File: config.mk
export PLATFORM = sky130hd
export DESIGN_NAME = pe_ws
export DESIGN_NICKNAME = d
export VERILOG_FILES = /design/src/rtl/pe_ws.sv
export SDC_FILE = /design/constraint.sdc
export NUM_CORES = 1
export LEC_CHECK = 0
export CAP_MARGIN = 20
export CORE_MARGIN = 3
export CORE_UTILIZATION = 35
export DETAILED_ROUTE_END_ITERATION = 8
export SETUP_SLACK_MARGIN = 0.15
export SYNTH_ARGS = -nofsm -noshare
export SYNTH_HDL_FRONTEND = slang
export SYNTH_SLANG_ARGS = --single-unit
File: constraint.sdc
create_clock -name clk -period 8.5 [get_ports clk]
set_input_delay 1.275 -clock clk [delete_from_list [all_inputs] [get_ports clk]]
set_output_delay 1.275 -clock clk [all_outputs]
set_load 0.03 [all_outputs]
File: src/rtl/pe_ws.sv
// Weight-stationary PE with double-buffered weight, runtime signed/unsigned MAC.
// Optional accumulate saturation enabled by defining PE_SAT_EN (default: wrap).
module pe_ws #(
  parameter int DATA_W = 8,
  parameter int ACC_W  = 32
) (
  input  logic              clk,
  input  logic              rst,
  input  logic              signed_mode,
  input  logic [DATA_W-1:0] in_up_weight,
  input  logic              in_up_wvld,
  output logic [DATA_W-1:0] out_down_weight,
  output logic              out_down_wvld,
  input  logic [DATA_W-1:0] in_left_act,
  input  logic              in_left_avld,
  input  logic              in_left_swap,
  output logic [DATA_W-1:0] out_right_act,
  output logic              out_right_avld,
  output logic              out_right_swap,
  input  logic [ACC_W-1:0]  in_up_psum,
  output logic [ACC_W-1:0]  out_down_psum,
  output logic              out_down_pvld,
  output logic              out_sat
);

  logic [DATA_W-1:0]   shadow_q, shadow_d;
  logic [DATA_W-1:0]   active_q, active_d;
  logic [DATA_W-1:0]   downWeight_q, downWeight_d;
  logic                downWvld_q, downWvld_d;
  logic [DATA_W-1:0]   rightAct_q, rightAct_d;
  logic                rightAvld_q, rightAvld_d;
  logic                rightSwap_q, rightSwap_d;
  logic [ACC_W-1:0]    psum_q, psum_d;
  logic                pvld_q, pvld_d;
  logic                sat_d;

  logic [DATA_W-1:0]   wEff;
  logic signed [2*DATA_W-1:0] prodS;
  logic [2*DATA_W-1:0] prodU;
  logic [ACC_W-1:0]    prodExt;
  logic [ACC_W-1:0]    macResult;
  logic                macSat;

  // A swap in this cycle makes the multiply use the shadow weight immediately.
  assign wEff    = in_left_swap ? shadow_q : active_q;
  assign prodS   = $signed(wEff) * $signed(in_left_act);
  assign prodU   = {{DATA_W{1'b0}}, wEff} * {{DATA_W{1'b0}}, in_left_act};
  assign prodExt = signed_mode ? ACC_W'(prodS) : ACC_W'(prodU);

`ifdef PE_SAT_EN
  logic [ACC_W:0] sumWide;
  logic           signedOvf;
  assign sumWide   = {1'b0, in_up_psum} + {1'b0, prodExt};
  assign signedOvf = (in_up_psum[ACC_W-1] == prodExt[ACC_W-1]) &&
                     (sumWide[ACC_W-1] != in_up_psum[ACC_W-1]);

  // Signed overflow clamps toward the sign of the addends; unsigned only overflows upward.
  always_comb begin
    macResult = sumWide[ACC_W-1:0];
    macSat    = 1'b0;
    if (signed_mode) begin
      if (signedOvf) begin
        macResult = in_up_psum[ACC_W-1] ? {1'b1, {(ACC_W-1){1'b0}}}
                                        : {1'b0, {(ACC_W-1){1'b1}}};
        macSat    = 1'b1;
      end
    end else if (sumWide[ACC_W]) begin
      macResult = {ACC_W{1'b1}};
      macSat    = 1'b1;
    end
  end
`else
  assign macResult = in_up_psum + prodExt;
  assign macSat    = 1'b0;
`endif

  always_comb begin
    shadow_d     = in_up_wvld ? in_up_weight : shadow_q;
    active_d     = in_left_swap ? shadow_q : active_q;
    downWeight_d = in_up_wvld ? shadow_q : '0;
    downWvld_d   = in_up_wvld;
    rightAct_d   = in_left_avld ? in_left_act : '0;
    rightAvld_d  = in_left_avld;
    rightSwap_d  = in_left_swap;
    psum_d       = in_left_avld ? macResult : '0;
    pvld_d       = in_left_avld;
    sat_d        = in_left_avld & macSat;
  end

  always_ff @(posedge clk or negedge rst) begin
    if (!rst) begin
      shadow_q     <= '0;
      active_q     <= '0;
      downWeight_q <= '0;
      downWvld_q   <= 1'b0;
      rightAct_q   <= '0;
      rightAvld_q  <= 1'b0;
      rightSwap_q  <= 1'b0;
      psum_q       <= '0;
      pvld_q       <= 1'b0;
    end else begin
      shadow_q     <= shadow_d;
      active_q     <= active_d;
      downWeight_q <= downWeight_d;
      downWvld_q   <= downWvld_d;
      rightAct_q   <= rightAct_d;
      rightAvld_q  <= rightAvld_d;
      rightSwap_q  <= rightSwap_d;
      psum_q       <= psum_d;
      pvld_q       <= pvld_d;
    end
  end

`ifdef PE_SAT_EN
  logic sat_q;
  always_ff @(posedge clk or negedge rst) begin
    if (!rst) sat_q <= 1'b0;
    else      sat_q <= sat_d;
  end
  assign out_sat = sat_q;
`else
  logic unusedSat;
  assign unusedSat = sat_d;
  assign out_sat   = 1'b0;
`endif

  assign out_down_weight = downWeight_q;
  assign out_down_wvld   = downWvld_q;
  assign out_right_act   = rightAct_q;
  assign out_right_avld  = rightAvld_q;
  assign out_right_swap  = rightSwap_q;
  assign out_down_psum   = psum_q;
  assign out_down_pvld   = pvld_q;

endmodule

# Yosys cells after proc, flatten, opt, wreduce, memory -nomap -nowiden
# Index checks and enable logic that the tools add are counted.
# classes
n_addsub	1
multipliers	2
n_mux	5
# op_table
op	n
$mux 32	2
$add 32x32->32	1
$mul 8x8->16	2
$mux 8	3
# word_totals
out_inout_bits	53
in_bits	54
register_bits	67
wordCells	16

# Depth between registers and ports, before layout
# Gate-level depths: netlist (run 1).
# logic_depth
ltp_word	5
ltp_mapped	31
mapped_depth_nobuf	30

# Worst setup path after synthesis (run 1)
# No wires, ideal clock.
# synth_timing
path_type	input -> register
from	in in_left_swap
to	reg psum_q[30], in the netlist out_down_psum[30]
arrival_time_ps	7818
slack_ps	548
n_path_buf	1
required_time_ps	8366
path_stages	28
setup_ps	134
path_cell_list	clkbuf_1 -> mux2i_1 -> clkinv_1 -> and2_1 -> fa_1 -> inv_1 -> fa_1 -> inv_1 -> fa_1 -> inv_1 -> fa_1 -> inv_1 -> ha_1 -> or3_1 -> o211ai_1 -> nand3_1 -> and3_1 -> or2_2 -> o21bai_1 -> ha_1 -> a21o_1 -> a21o_1 -> a21oi_1 -> o22ai_1 -> o41ai_4 -> o211a_1 -> o21ai_0 -> nor3b_2
# synth_via
elab_chain_len	5
word_cells_on_any_way	6
cone_classes	add/sub (1); mul (2); mux (3)
# synth_rtl
element	line_no	text
start: declaration	16	input logic in_left_swap,
$mux 8 *	--	
$mul 8x8->16, on equally long branches	47, 46	
$mux 32 *	48	assign prodExt = signed_mode ? ACC_W'(prodS) : ACC_W'(prodU);
$add 32x32->32 *	73	assign macResult = in_up_psum + prodExt;
$mux 32 *	85	psum_d = in_left_avld ? macResult : '0;
via psum_d[30]	33	logic [ACC_W-1:0] psum_q, psum_d;
end signal: assignment	109	psum_q <= psum_d;
end: declaration	33	
# The timed path passes the listed nets; every way through them passes the cells marked *.
# A chain may end at the register's enable or synchronous reset.

# Worst setup path in the final report (run 1)
# layout_timing
from	in in_left_swap
to	reg psum_q[24], in the netlist out_down_psum[24]
# Same word-level chain as after synthesis.

==> reports/qor.yml, run 1 <==
status: "complete, no violations"
start_kind: "input pin"
syn_area_per_cell_um2: 9.08
diodes: 0
num_vias: 6236
max_cap_viol_count: 0
min_period_ps: 7830
root_buffer: "clkbuf_16"
highest_layer: "met4"
cts_tree: "built"
netlist_area_um2: 7980
yosys.area.top_type: "fa_1"
fin_skew_ps: 9.09
worstPathMaxFanout: 6
clock-sinks: 67
die_height_um: 157
placed_cells: 1286
portBuffers: 105
cpLargestDelayFamily: "adder cells"
finalCritPeriodShare_pct: 92.2
wl_per_cell_um: 15.1
synth.distinct_cells: 52
path_buf_inv: 8
cts_made_buffers: 9
max_freq_mhz: 128
cts_max_level: 3
synth_area_leaders: "fa_1 22%, dfrtp_1 21%, ha_1 14%"
end_kind: "flip-flop"
yosys_warnings: 0
hp-class: "flip-flop to flip-flop"
cpPeakStageDelay_ps: 540
wl_met2_mm: 9.78
grt_max_degree: 68
core-area_um2: 22100
required_ps: 8720
grt_pass1_wl_mm: 32.4
cp_num_cells: 30
wl_mm: 19.7
netlist_instances: 879
nFillCells: 2106
cp_common_cell: "inv_1"
area_growth_pct: 25.6
worst_skew_pair.late_latency_ps: 340
drcViolationCount: 0
die_area_um2: 24700
hold_violations: 0
fin_cells: 1304
min_path_cells: 1
ant_nets: 0
grt_antenna_before_repair: 0
rsz0062_at_grt: "false"
firstDrtPassIters: 4
start_util_pct: 36.1
track_usage_pct: 16.4
cts_hold_buffers: 0
ff2ff_path_depth: 28
path_class: "input pin to flip-flop"
wl_met3_um: 702
std_cell_rows: 54
slew_viol_final: 0
relSlewSlack_pct: 40.8
ys_ff_latch: 67
io_pins: 107
setup_viol: 0
final_cell_mix: "175 x inv_1, 103 x clkdlybuf4s50_1, 89 x ha_1"
cpMaxStageDelayCell: "fa_1"
clk_pin_slew_ps: 60
via_per_inst: 4.78
worst_slew_pin_slew_ps: 883
wl_met1_mm: 8.97
clockBufferDepth: 2
die_width_um: 157
nNetsFinal: 1248
dp_hpwl_mm: 16.8
syn_nets: 1108
drtIter0Drc: 224
final_common_cell: "inv_1"
ys_seq_area_share_pct: 21.0
synth_top_area_share_pct: 21.6
routabilityCongestion: 0.893
fin_util_pct: 45.4
drive_above_1_share_pct: 10.3
worstPathArrival_ps: 8060
overflow: 0
grt_pass1_vias: 6530
## final cells by class
cell class	count	area, µm²	area share [%]
clock inverter	4	72.6	0.724
tap	280	350	3.49
inverter	178	668	6.66
timing repair buffer	147	1360	13.6
clock buffer	12	256	2.56
multi-input combinational	616	5640	56.2
sequential	67	1680	16.7
## synth_stat cells (all sizes together)
library cell	count
clkinv	3
a21oi	36
nand2b	6
o211ai	7
dfrtp	67
a31o	3
nor3b	6
nor2b	6
a2111oi	1
o41ai	2
and2	49
or2	5
nor2	49
buf	2
and3	7
xnor2	27
mux2	14
conb	1
o21bai	8
clkbuf	16
or3	2
nor3	24
a32oi	1
o31ai	3
o31a	1
inv	175
o22ai	2
ha	89
a31oi	6
a21o	24
o211a	1
or4	1
mux2i	7
xor2	12
o21a	11
a41oi	2
a21boi	3
o21ai	31
nand3	10
a211oi	8
nand2	64
fa	86
o21ba	1
## worst paths after layout
kind | slack (ps) | endpoint | start
worst min-delay path | 520 | out_down_weight[5]$_DFF_PN0_ | shadow_q[5]$_DFFE_PN0P_
max in group asynchronous | 6770 | out_down_weight[3]$_DFF_PN0_ | rst
min in group asynchronous | 1120 | out_down_psum[24]$_DFF_PN0_ | rst
worst min register to register | 520 | out_down_weight[5]$_DFF_PN0_ | shadow_q[5]$_DFFE_PN0P_
worst max register to register | 1520 | out_down_psum[24]$_DFF_PN0_ | shadow_q[6]$_DFFE_PN0P_
worst max-delay path | 670 | out_down_psum[24]$_DFF_PN0_ | in_left_swap
## kinds of logic after synthesis
| kind of cell | Yosys count | synth area share, % |
|---|---|---|
| flops | 67 | 21.0 |
| simple gates | 229 | 14.2 |
| other cells | 1 | 0.0470 |
| fa+ha+maj | 175 | 35.5 |
| compound gates | 151 | 12.8 |
| buf+inv | 196 | 9.31 |
| mux | 21 | 2.85 |
| xor+xnor | 39 | 4.28 |
## worst reg2reg max path: cells and delay by family, from the launching register on
family | cells | cell delay, ps
mux | 1 | 190
simple gates | 6 | 1270
buf+inv | 6 | 710
fa+ha+maj | 6 | 2610
flops | 1 | 400
compound gates | 9 | 1660
## stage by stage
step	setup TNS, ps	hold slack (ps)	cell area [µm²]	worst slack (ps)
detailed placement	-571	499	9600	-126
finish	0	516	10000	666
floorplan	0	466	7980	548
global placement	-564	490	9600	-139
global route	0	545	10000	246
CTS	0	520	9930	216
## what timing repair did
action / CTS / global route
resized for setup: 0 / 16
endpoints found under the hold margin: 0 / 0
endpoints found under the setup margin: 0 / 13
setup buffers: 0 / 2
## flip-flops by register name, summed over array words and instances, names as in the netlist
name	cells
out_down_psum	32
shadow_q	8
out_right_swap	1
out_down_weight	8
out_down_wvld	1
active_q	8
out_right_act	8
out_right_avld	1
## layer usage
layer / up-vias / global-route usage (%)
met1: 2989 / 21.8
li1: 3107 / -
met3: 16 / 2.28
met4: 0 / 3.51
met2: 124 / 28.6
met5: - / 0
Power of run 1 is not shown: default switching activity piles up to over one toggle a cycle in this logic, so the estimate is an artifact.
==> run 2, diff against run 1 <==
- clock period: 8.5 -> 8.7 ns (I/O delays scaled with it)
==> run 2 against run 1 <==
Against the previous run: critical path depth shrank 1; via count shrank 1.7%; clock skew shrank 4.7 ps; non-clock buffer count shrank 20; flip-flop and latch count is the same; die area is the same; cell count shrank 1.6%; utilization shrank 0.91 points; routed wire length shrank 0.15%; critical path type unchanged; largest cell class unchanged.
==> reports/qor.yml, run 2 (synthesis gave the netlist of run 1 again) <==
status: "complete, no violations"
post-place-ws_ps: -68.4
clockBufferDepth: 2
relSlewSlack_pct: 40.6
worstPathArrival_ps: 8400
rsz0062_at_grt: "true"
start_util_pct: 36.1
slew_viol_final: 0
cts_made_buffers: 9
wl_mm: 19.7
ff2ff_path_depth: 27
wl_per_cell_um: 15.3
wl_met1_mm: 9.01
cts_tree: "built"
clock-sinks: 67
grt_antenna_before_repair: 0
grt_pass1_vias: 6390
drive_above_1_share_pct: 8.08
final_common_cell: "inv_1"
end_kind: "flip-flop"
fin_cells: 1283
dp_hpwl_mm: 16.6
wl_met3_um: 754
finalCritPeriodShare_pct: 94.1
firstDrtPassIters: 4
hold_violations: 0
via_per_inst: 4.78
routabilityCongestion: 0.890
cpMaxStageDelayCell: "fa_1"
path_class: "input pin to flip-flop"
fin_tns_setup_ps: 0
multi_input_area_um2: 5610
grt_pass1_wl_mm: 32.3
die_area_um2: 24700
std_cell_rows: 54
regArea_um2: 1680
cts_max_level: 3
max_cap_viol_count: 0
core-area_um2: 22100
r2r_end: "out_down_psum[31]$_DFF_PN0_"
cp_common_cell: "inv_1"
die_height_um: 157
ant_nets: 0
start_kind: "input pin"
drtIter0Drc: 204
max_freq_mhz: 122
hp-class: "flip-flop to flip-flop"
overflow: 0
reg2reg_from: "shadow_q[7]$_DFFE_PN0P_"
cpPeakStageDelay_ps: 540
track_usage_pct: 16.4
fin_skew_ps: 4.43
root_buffer: "clkbuf_16"
layout_setup_ws_ps: 516
setup_viol: 0
nFillCells: 2118
worst_slew_pin_slew_ps: 886
required_ps: 8920
worstPathMaxFanout: 15
die_width_um: 157
final_cell_mix: "174 x inv_1, 104 x clkdlybuf4s50_1, 88 x ha_1"
io_pins: 107
diodes: 0
wl_met2_mm: 9.63
placed_cells: 1266
worstSetupStartpoint: "in_left_swap"
grt_max_degree: 68
r2r_setup_slack_ps: 1790
min_period_ps: 8180
drcViolationCount: 0
largest_reg_flops: 32
area_growth_pct: 23.1
nNetsFinal: 1228
portBuffers: 105
highest_layer: "met4"
clk_pin_slew_ps: 60
endpoint: "out_down_psum[31]$_DFF_PN0_"
worst_skew_pair.late_latency_ps: 330
num_vias: 6129
## run 2: per-layer routing
layer  global-route usage, %  up-vias
met2                    29.0      115
met4                    3.68        0
met3                    2.47       16
met1                    21.2     2922
li1                        -     3076
met5                       0        -
## run 2: final cells by class
| class | instances | share of cell area [%] |
|---|---|---|
| multi-input combinational | 616 | 57.1 |
| sequential | 67 | 17.1 |
| timing repair buffer | 127 | 12.5 |
| inverter | 178 | 6.80 |
| tap | 280 | 3.57 |
| clock buffer | 13 | 2.65 |
| clock inverter | 2 | 0.357 |
## run 2: per-stage QoR
stage               hold WS [ps]  instance area, µm²  util, %
floorplan                    466                7980        -
finish                       508                9830     44.5
detailed placement           501                9470     42.8
CTS                          511                9760     44.2
global route                 537                9830     44.5
global placement             507                9470     42.8
## run 2: what timing repair did
item                       CTS  global route
gates resized for setup      0            11
setup endpoints to repair    0            12
setup buffers                0             2
hold buffers                 0             0
## run 2: critical path, delay by kind of cell
kind | cells | cell delay [ps]
adders and majority gates | 6 | 2570
and+or+nand+nor | 8 | 1770
AOI/OAI and AO/OA | 6 | 1190
buffers and inverters | 8 | 1170
muxes | 1 | 400
## run 2: worst min-delay path by stage
stage / depth (start not counted) / to / startpoint
after floorplan: 1 / out_down_weight[0]$_DFF_PN0_ / shadow_q[0]$_DFFE_PN0P_
after global placement: 1 / out_down_weight[5]$_DFF_PN0_ / shadow_q[5]$_DFFE_PN0P_
after detailed placement: 1 / out_down_weight[5]$_DFF_PN0_ / shadow_q[5]$_DFFE_PN0P_
after CTS: 1 / out_down_weight[5]$_DFF_PN0_ / shadow_q[5]$_DFFE_PN0P_
after global routing: 1 / out_down_weight[5]$_DFF_PN0_ / shadow_q[5]$_DFFE_PN0P_
final: 1 / out_down_weight[5]$_DFF_PN0_ / shadow_q[5]$_DFFE_PN0P_
Power of run 2 is left out for the same reason.
==> patch 1: new RTL, settings of run 1 <==
Add a define of `PE_SAT_EN`.
--- a/src/rtl/pe_ws.sv
+++ b/src/rtl/pe_ws.sv
@@ -1,4 +1,6 @@
 // Weight-stationary PE with double-buffered weight, runtime signed/unsigned MAC.
 // Optional accumulate saturation enabled by defining PE_SAT_EN (default: wrap).
+`define PE_SAT_EN
+
 module pe_ws #(
   parameter int DATA_W = 8,
Check against the original RTL: not equivalent (Yosys sat finds a counterexample within 4 cycles, from zero or initial values and one cycle with rst low).
==> patch 1 against run 1 <==
Largest cell class unchanged; wire length up 12%; area after synthesis up 3.6%; sequential cell count up 1; synthesized cell count up 0.91%; the run now ends with setup timing left; utilization up 8.0 points; setup slack worse by 0.74 ns; design area up 22%; non-clock buffer count up 166.
Power is left out: the tool's default activity adds up to more than one toggle a clock period on the data nets, which glitch-free logic cannot reach.
==> patch 1: results <==
global_routing:
  grt_max_degree: 69
  grt_pass1_wl_um: 38400
  globalRouteTotalUtil_pct: 18.4
  grt_pass1_vias: 7736
placement:
  portBuffers: 106
  place_area_um2: 11200
  dp.final_hpwl_um: 17700
  post-place-ws_ns: -0.944
  place.gp.congestion: 0.872
route:
  avgViaCountPerCell: 4.65
  post_drt_wl_per_cell_um: 14.6
  drtIter0Drc: 280
min_path:
  worstHoldPathCells: 1
  min_path_type: "flop to flop"
  worstHoldEndpoint: "out_down_weight[7]$_DFF_PN0_"
  min-delay-start: "shadow_q[7]$_DFFE_PN0P_"
timing:
  setup_slack_ns: -0.0776
  setup_viol: 32
  fin_setup_tns_ns: -1.67
  worst_pin_slew_ns: 0.903
  fin_worst_skew_ns: 0.00811
finish:
  fillers: 2022
  drive_gt1_share_pct: 30.6
  finalNetCount: 1419
clock_network:
  cts_inserted_buffers: 9
  h-tree-depth: 3
  cts-root-buf: "clkbuf_16"
  cts.clk_slew.worst_paths_ns: 0.06
  clkLatencyLatePin_ns: 0.35
  clk_path_buf_depth: 2
synth:
  ys_top_cells_by_count: "inv_1, ha_1, fa_1"
  synth_area_leaders: "fa_1, dfrtp_1, ha_1"
  syn_nets: 1118
  synth_cell_types: 62
  seq_area_frac_synth_pct: 20.6
  synth_ff_type: "dfrtp_1"
  synth_warnings: 0
outcome:
  outcome: "finished, violations left"
  violations: "setup timing"
floorplan:
  placeableCoreArea_um2: 22900
worst_setup_path:
  critPathTopFamily: "adder cells"
  critPathMaxStageDelay_ns: 0.55
  r2r-end: "out_down_psum[25]$_DFF_PN0_"
  path_max_fanout: 7
  reg2reg_depth: 33
  crit_path_start: "in_left_swap"
  worstPathArrival_ns: 8.81
  r2r_start: "shadow_q[5]$_DFFE_PN0P_"
  r2r_setup_slack_ns: 0.73
-- patch 1: timing repair --
action                     CTS  global route
setup endpoints to repair   33            33
cloned                       2             1
setup buffers               20             6
gates resized for setup     61            36
pin swaps                   23            23
-- patch 1: worst max-delay path by stage --
stage                                  end  slack [ns]
2_1_floorplan  out_down_psum[11]$_DFF_PN0_      -0.004
3_3_place_gp   out_down_psum[11]$_DFF_PN0_       -0.84
3_5_place_dp   out_down_psum[12]$_DFF_PN0_       -0.94
4_1_cts        out_down_psum[25]$_DFF_PN0_      -0.008
5_1_grt        out_down_psum[25]$_DFF_PN0_       -0.42
6_report       out_down_psum[25]$_DFF_PN0_       -0.08
-- patch 1: per-layer routing --
metal / global-route usage (%) / share of wire (%) / vias up
li1: - / - / 3476
met3: 2.44 / 3.5 / 17
met2: 31.1 / 48 / 132
met5: 0 / 0 / -
met4: 4.58 / 1.6 / 0
met1: 25.1 / 47 / 3376
-- patch 1: logic make-up after synthesis --
| kind of cell | synth area share, % |
|---|---|
| muxes | 2.78 |
| DFF | 20.6 |
| and+or+nand+nor | 12.2 |
| buffers and inverters | 9.04 |
| AOI/OAI and AO/OA | 14.7 |
| xor gates and xnor gates | 6.03 |
| adders and majority gates | 34.7 |
-- patch 1: stage by stage --
step	cells	hold WS, ns
after global placement	1461	0.490
after CTS	1499	0.528
final	1506	0.525
after floorplan	887	0.466
after detailed placement	1461	0.503
after global routing	1506	0.552
-- patch 1: cell type report --
| cell class | count | area [um^2] | area share, % |
|---|---|---|---|
| Timing Repair Buffer | 313 | 2790 | 22.8 |
| Sequential cell | 68 | 1700 | 13.9 |
| Clock inverter | 6 | 159 | 1.30 |
| Clock buffer | 10 | 239 | 1.95 |
| Multi-Input combinational cell | 627 | 6310 | 51.6 |
| Inverter | 169 | 642 | 5.25 |
| Tap cell | 313 | 392 | 3.20 |
==> patch 2: new RTL, settings of run 1 <==
Without the edit above. Add an input register stage for `in_up_weight`, `in_up_wvld`, `in_left_act`, `in_left_avld` and `in_left_swap`; this delays them by one clock. The other inputs are not delayed to match.
--- a/src/rtl/pe_ws.sv
+++ b/src/rtl/pe_ws.sv
@@ -24,4 +24,18 @@
 );
 
+  logic [DATA_W-1:0] in_up_weight_q;
+  logic in_up_wvld_q;
+  logic [DATA_W-1:0] in_left_act_q;
+  logic in_left_avld_q;
+  logic in_left_swap_q;
+
+  always_ff @(posedge clk) begin
+    in_up_weight_q <= in_up_weight;
+    in_up_wvld_q   <= in_up_wvld;
+    in_left_act_q  <= in_left_act;
+    in_left_avld_q <= in_left_avld;
+    in_left_swap_q <= in_left_swap;
+  end
+
   logic [DATA_W-1:0]   shadow_q, shadow_d;
   logic [DATA_W-1:0]   active_q, active_d;
@@ -43,7 +57,7 @@
 
   // A swap in this cycle makes the multiply use the shadow weight immediately.
-  assign wEff    = in_left_swap ? shadow_q : active_q;
-  assign prodS   = $signed(wEff) * $signed(in_left_act);
-  assign prodU   = {{DATA_W{1'b0}}, wEff} * {{DATA_W{1'b0}}, in_left_act};
+  assign wEff    = in_left_swap_q ? shadow_q : active_q;
+  assign prodS   = $signed(wEff) * $signed(in_left_act_q);
+  assign prodU   = {{DATA_W{1'b0}}, wEff} * {{DATA_W{1'b0}}, in_left_act_q};
   assign prodExt = signed_mode ? ACC_W'(prodS) : ACC_W'(prodU);
 
@@ -76,14 +90,14 @@
 
   always_comb begin
-    shadow_d     = in_up_wvld ? in_up_weight : shadow_q;
-    active_d     = in_left_swap ? shadow_q : active_q;
-    downWeight_d = in_up_wvld ? shadow_q : '0;
-    downWvld_d   = in_up_wvld;
-    rightAct_d   = in_left_avld ? in_left_act : '0;
-    rightAvld_d  = in_left_avld;
-    rightSwap_d  = in_left_swap;
-    psum_d       = in_left_avld ? macResult : '0;
-    pvld_d       = in_left_avld;
-    sat_d        = in_left_avld & macSat;
+    shadow_d     = in_up_wvld_q ? in_up_weight_q : shadow_q;
+    active_d     = in_left_swap_q ? shadow_q : active_q;
+    downWeight_d = in_up_wvld_q ? shadow_q : '0;
+    downWvld_d   = in_up_wvld_q;
+    rightAct_d   = in_left_avld_q ? in_left_act_q : '0;
+    rightAvld_d  = in_left_avld_q;
+    rightSwap_d  = in_left_swap_q;
+    psum_d       = in_left_avld_q ? macResult : '0;
+    pvld_d       = in_left_avld_q;
+    sat_d        = in_left_avld_q & macSat;
   end
 
Formal check against the unedited RTL: not equivalent (a bounded check fails within 4 cycles, from zero or initial values and one cycle with rst low).
==> patch 2 against run 1 <==
Area after synthesis up 4.8%; setup slack better by 0.17 ns; critical path depth down 3; maximum frequency up 2.2%; sequential cell count up 19; wire length down 3.5%; design area up 0.22%; synthesized cell count up 2.2%; highest routed layer unchanged.
Power is not shown: default switching activity piles up to over one toggle a cycle in this logic, so the estimate is an artifact.
==> patch 2: results <==
clock_network:
  h-tree-depth: 3
  post_cts_buffers: 0
  clkLatencyLatePin_ns: 0.36
worst_setup_path:
  crit_path_start: "in_left_swap_q$_DFF_P_"
  critPathTopFamily: "adder cells"
  r2r_start: "in_left_swap_q$_DFF_P_"
  critPathMaxStageDelay_ns: 0.58
  worstPathArrival_ns: 7.91
  cpMaxStageDelayCell: "dfxtp_1"
  path_max_fanout: 16
global_routing:
  grt_max_degree: 68
  globalRouteTotalUtil_pct: 15.1
  grt_pass1_vias: 6326
  grt_pass1_wl_um: 31500
synth:
  syn_nets: 1127
  synth-async-reset-ratio_pct: 77.9
  synth_area_leaders: "fa_1, dfrtp_1, ha_1"
  synth_ff_type: "dfrtp_1"
  muxShareOfSynthArea_pct: 2.72
  synth_cell_types: 53
  synthXorXnorAreaFrac_pct: 4.08
  synth_compound_area_share_pct: 12.2
  seq_area_frac_synth_pct: 24.6
  synthAdderAreaFrac_pct: 33.9
route:
  drtIter0Drc: 239
  dr.pass1.iters: 5
  post_drt_wl_per_cell_um: 14.4
  antenna_left: 0
  avgViaCountPerCell: 4.77
min_path:
  min-delay-start: "in_up_weight_q[2]$_DFF_P_"
finish:
  fillers: 2254
  finalNetCount: 1228
  drive_gt1_share_pct: 5.48
  largest_reg_flops: 32
  antenna_cells: 0
placement:
  dp.final_hpwl_um: 15600
  portBuffers: 105
  place.gp.congestion: 0.834
outcome:
  outcome: "finished clean"
timing:
  fin_worst_skew_ns: 0.0118
  worst_pin_slew_ns: 0.990
-- patch 2: logic make-up (layout without fill, tap and decap cells) --
group	after synthesis	in the layout
buffers and inverters	196	302
AOI/OAI and AO/OA	151	151
DFF	86	86
other	1	1
adders and majority gates	175	175
and+or+nand+nor	229	229
muxes	21	21
xor gates and xnor gates	39	39
-- patch 2: final cells by class --
| class | count | area share, % |
|---|---|---|
| inverter | 178 | 6.65 |
| tap | 313 | 3.90 |
| timing repair buffer | 108 | 10.7 |
| clock inverter | 7 | 0.722 |
| sequential | 86 | 20.5 |
| multi-input combinational | 616 | 55.4 |
| clock buffer | 9 | 2.24 |
-- patch 2: worst register-to-register path, cell delays in order (launching register included) --
cell and delay, ns:
dfxtp_1 0.58, mux2i_1 0.30, clkinv_1 0.28, and2_1 0.27
fa_1 0.53, inv_1 0.07, fa_1 0.53, inv_1 0.05
fa_1 0.47, inv_1 0.05, fa_1 0.47, inv_1 0.04
ha_1 0.21, or3_1 0.41, o211ai_1 0.23, nand3_1 0.12
and3_1 0.19, or2_2 0.45, o21bai_1 0.24, ha_1 0.35
a21o_1 0.20, a21o_1 0.17, a21oi_1 0.19, o22ai_1 0.16
o41ai_4 0.52, a21boi_2 0.12, o21a_1 0.18, nor3_1 0.19
-- patch 2: worst paths after layout --
| path | end | slack [ns] | cells past startpoint |
|---|---|---|---|
| setup / recovery | out_down_psum[24]$_DFF_PN0_ | 0.84 | 27 |
| hold / removal | shadow_q[2]$_DFFE_PN0P_ | 0.46 | 1 |
| setup reg to reg | out_down_psum[24]$_DFF_PN0_ | 0.84 | 27 |
| hold reg to reg | shadow_q[2]$_DFFE_PN0P_ | 0.46 | 1 |
| max in group asynchronous | shadow_q[0]$_DFFE_PN0P_ | 6.86 | 1 |
| min in group asynchronous | out_down_psum[2]$_DFF_PN0_ | 1.05 | 1 |
-- patch 2: through the flow --
stage / setup slack [ns] / hold WS [ns] / instance area (um^2) / instances / util, %
after floorplan: 1.51 / 0.331 / 8360 / 898 / -
after global placement: 1.07 / 0.444 / 9750 / 1301 / 42.3
after detailed placement: 0.910 / 0.446 / 9750 / 1301 / 42.3
after CTS: 0.882 / 0.463 / 10000 / 1317 / 43.6
after global routing: 0.357 / 0.470 / 10000 / 1317 / 43.6
final: 0.836 / 0.459 / 10000 / 1317 / 43.6
-- patch 2: metal layers --
layer | vias up | global-route usage [%] | part of all wire (%)
li1 | 3089 | - | -
met1 | 3094 | 20.6 | 47
met2 | 88 | 25.1 | 48
met3 | 15 | 2.45 | 3.1
met4 | 0 | 4.10 | 1.5
met5 | - | 0 | 0
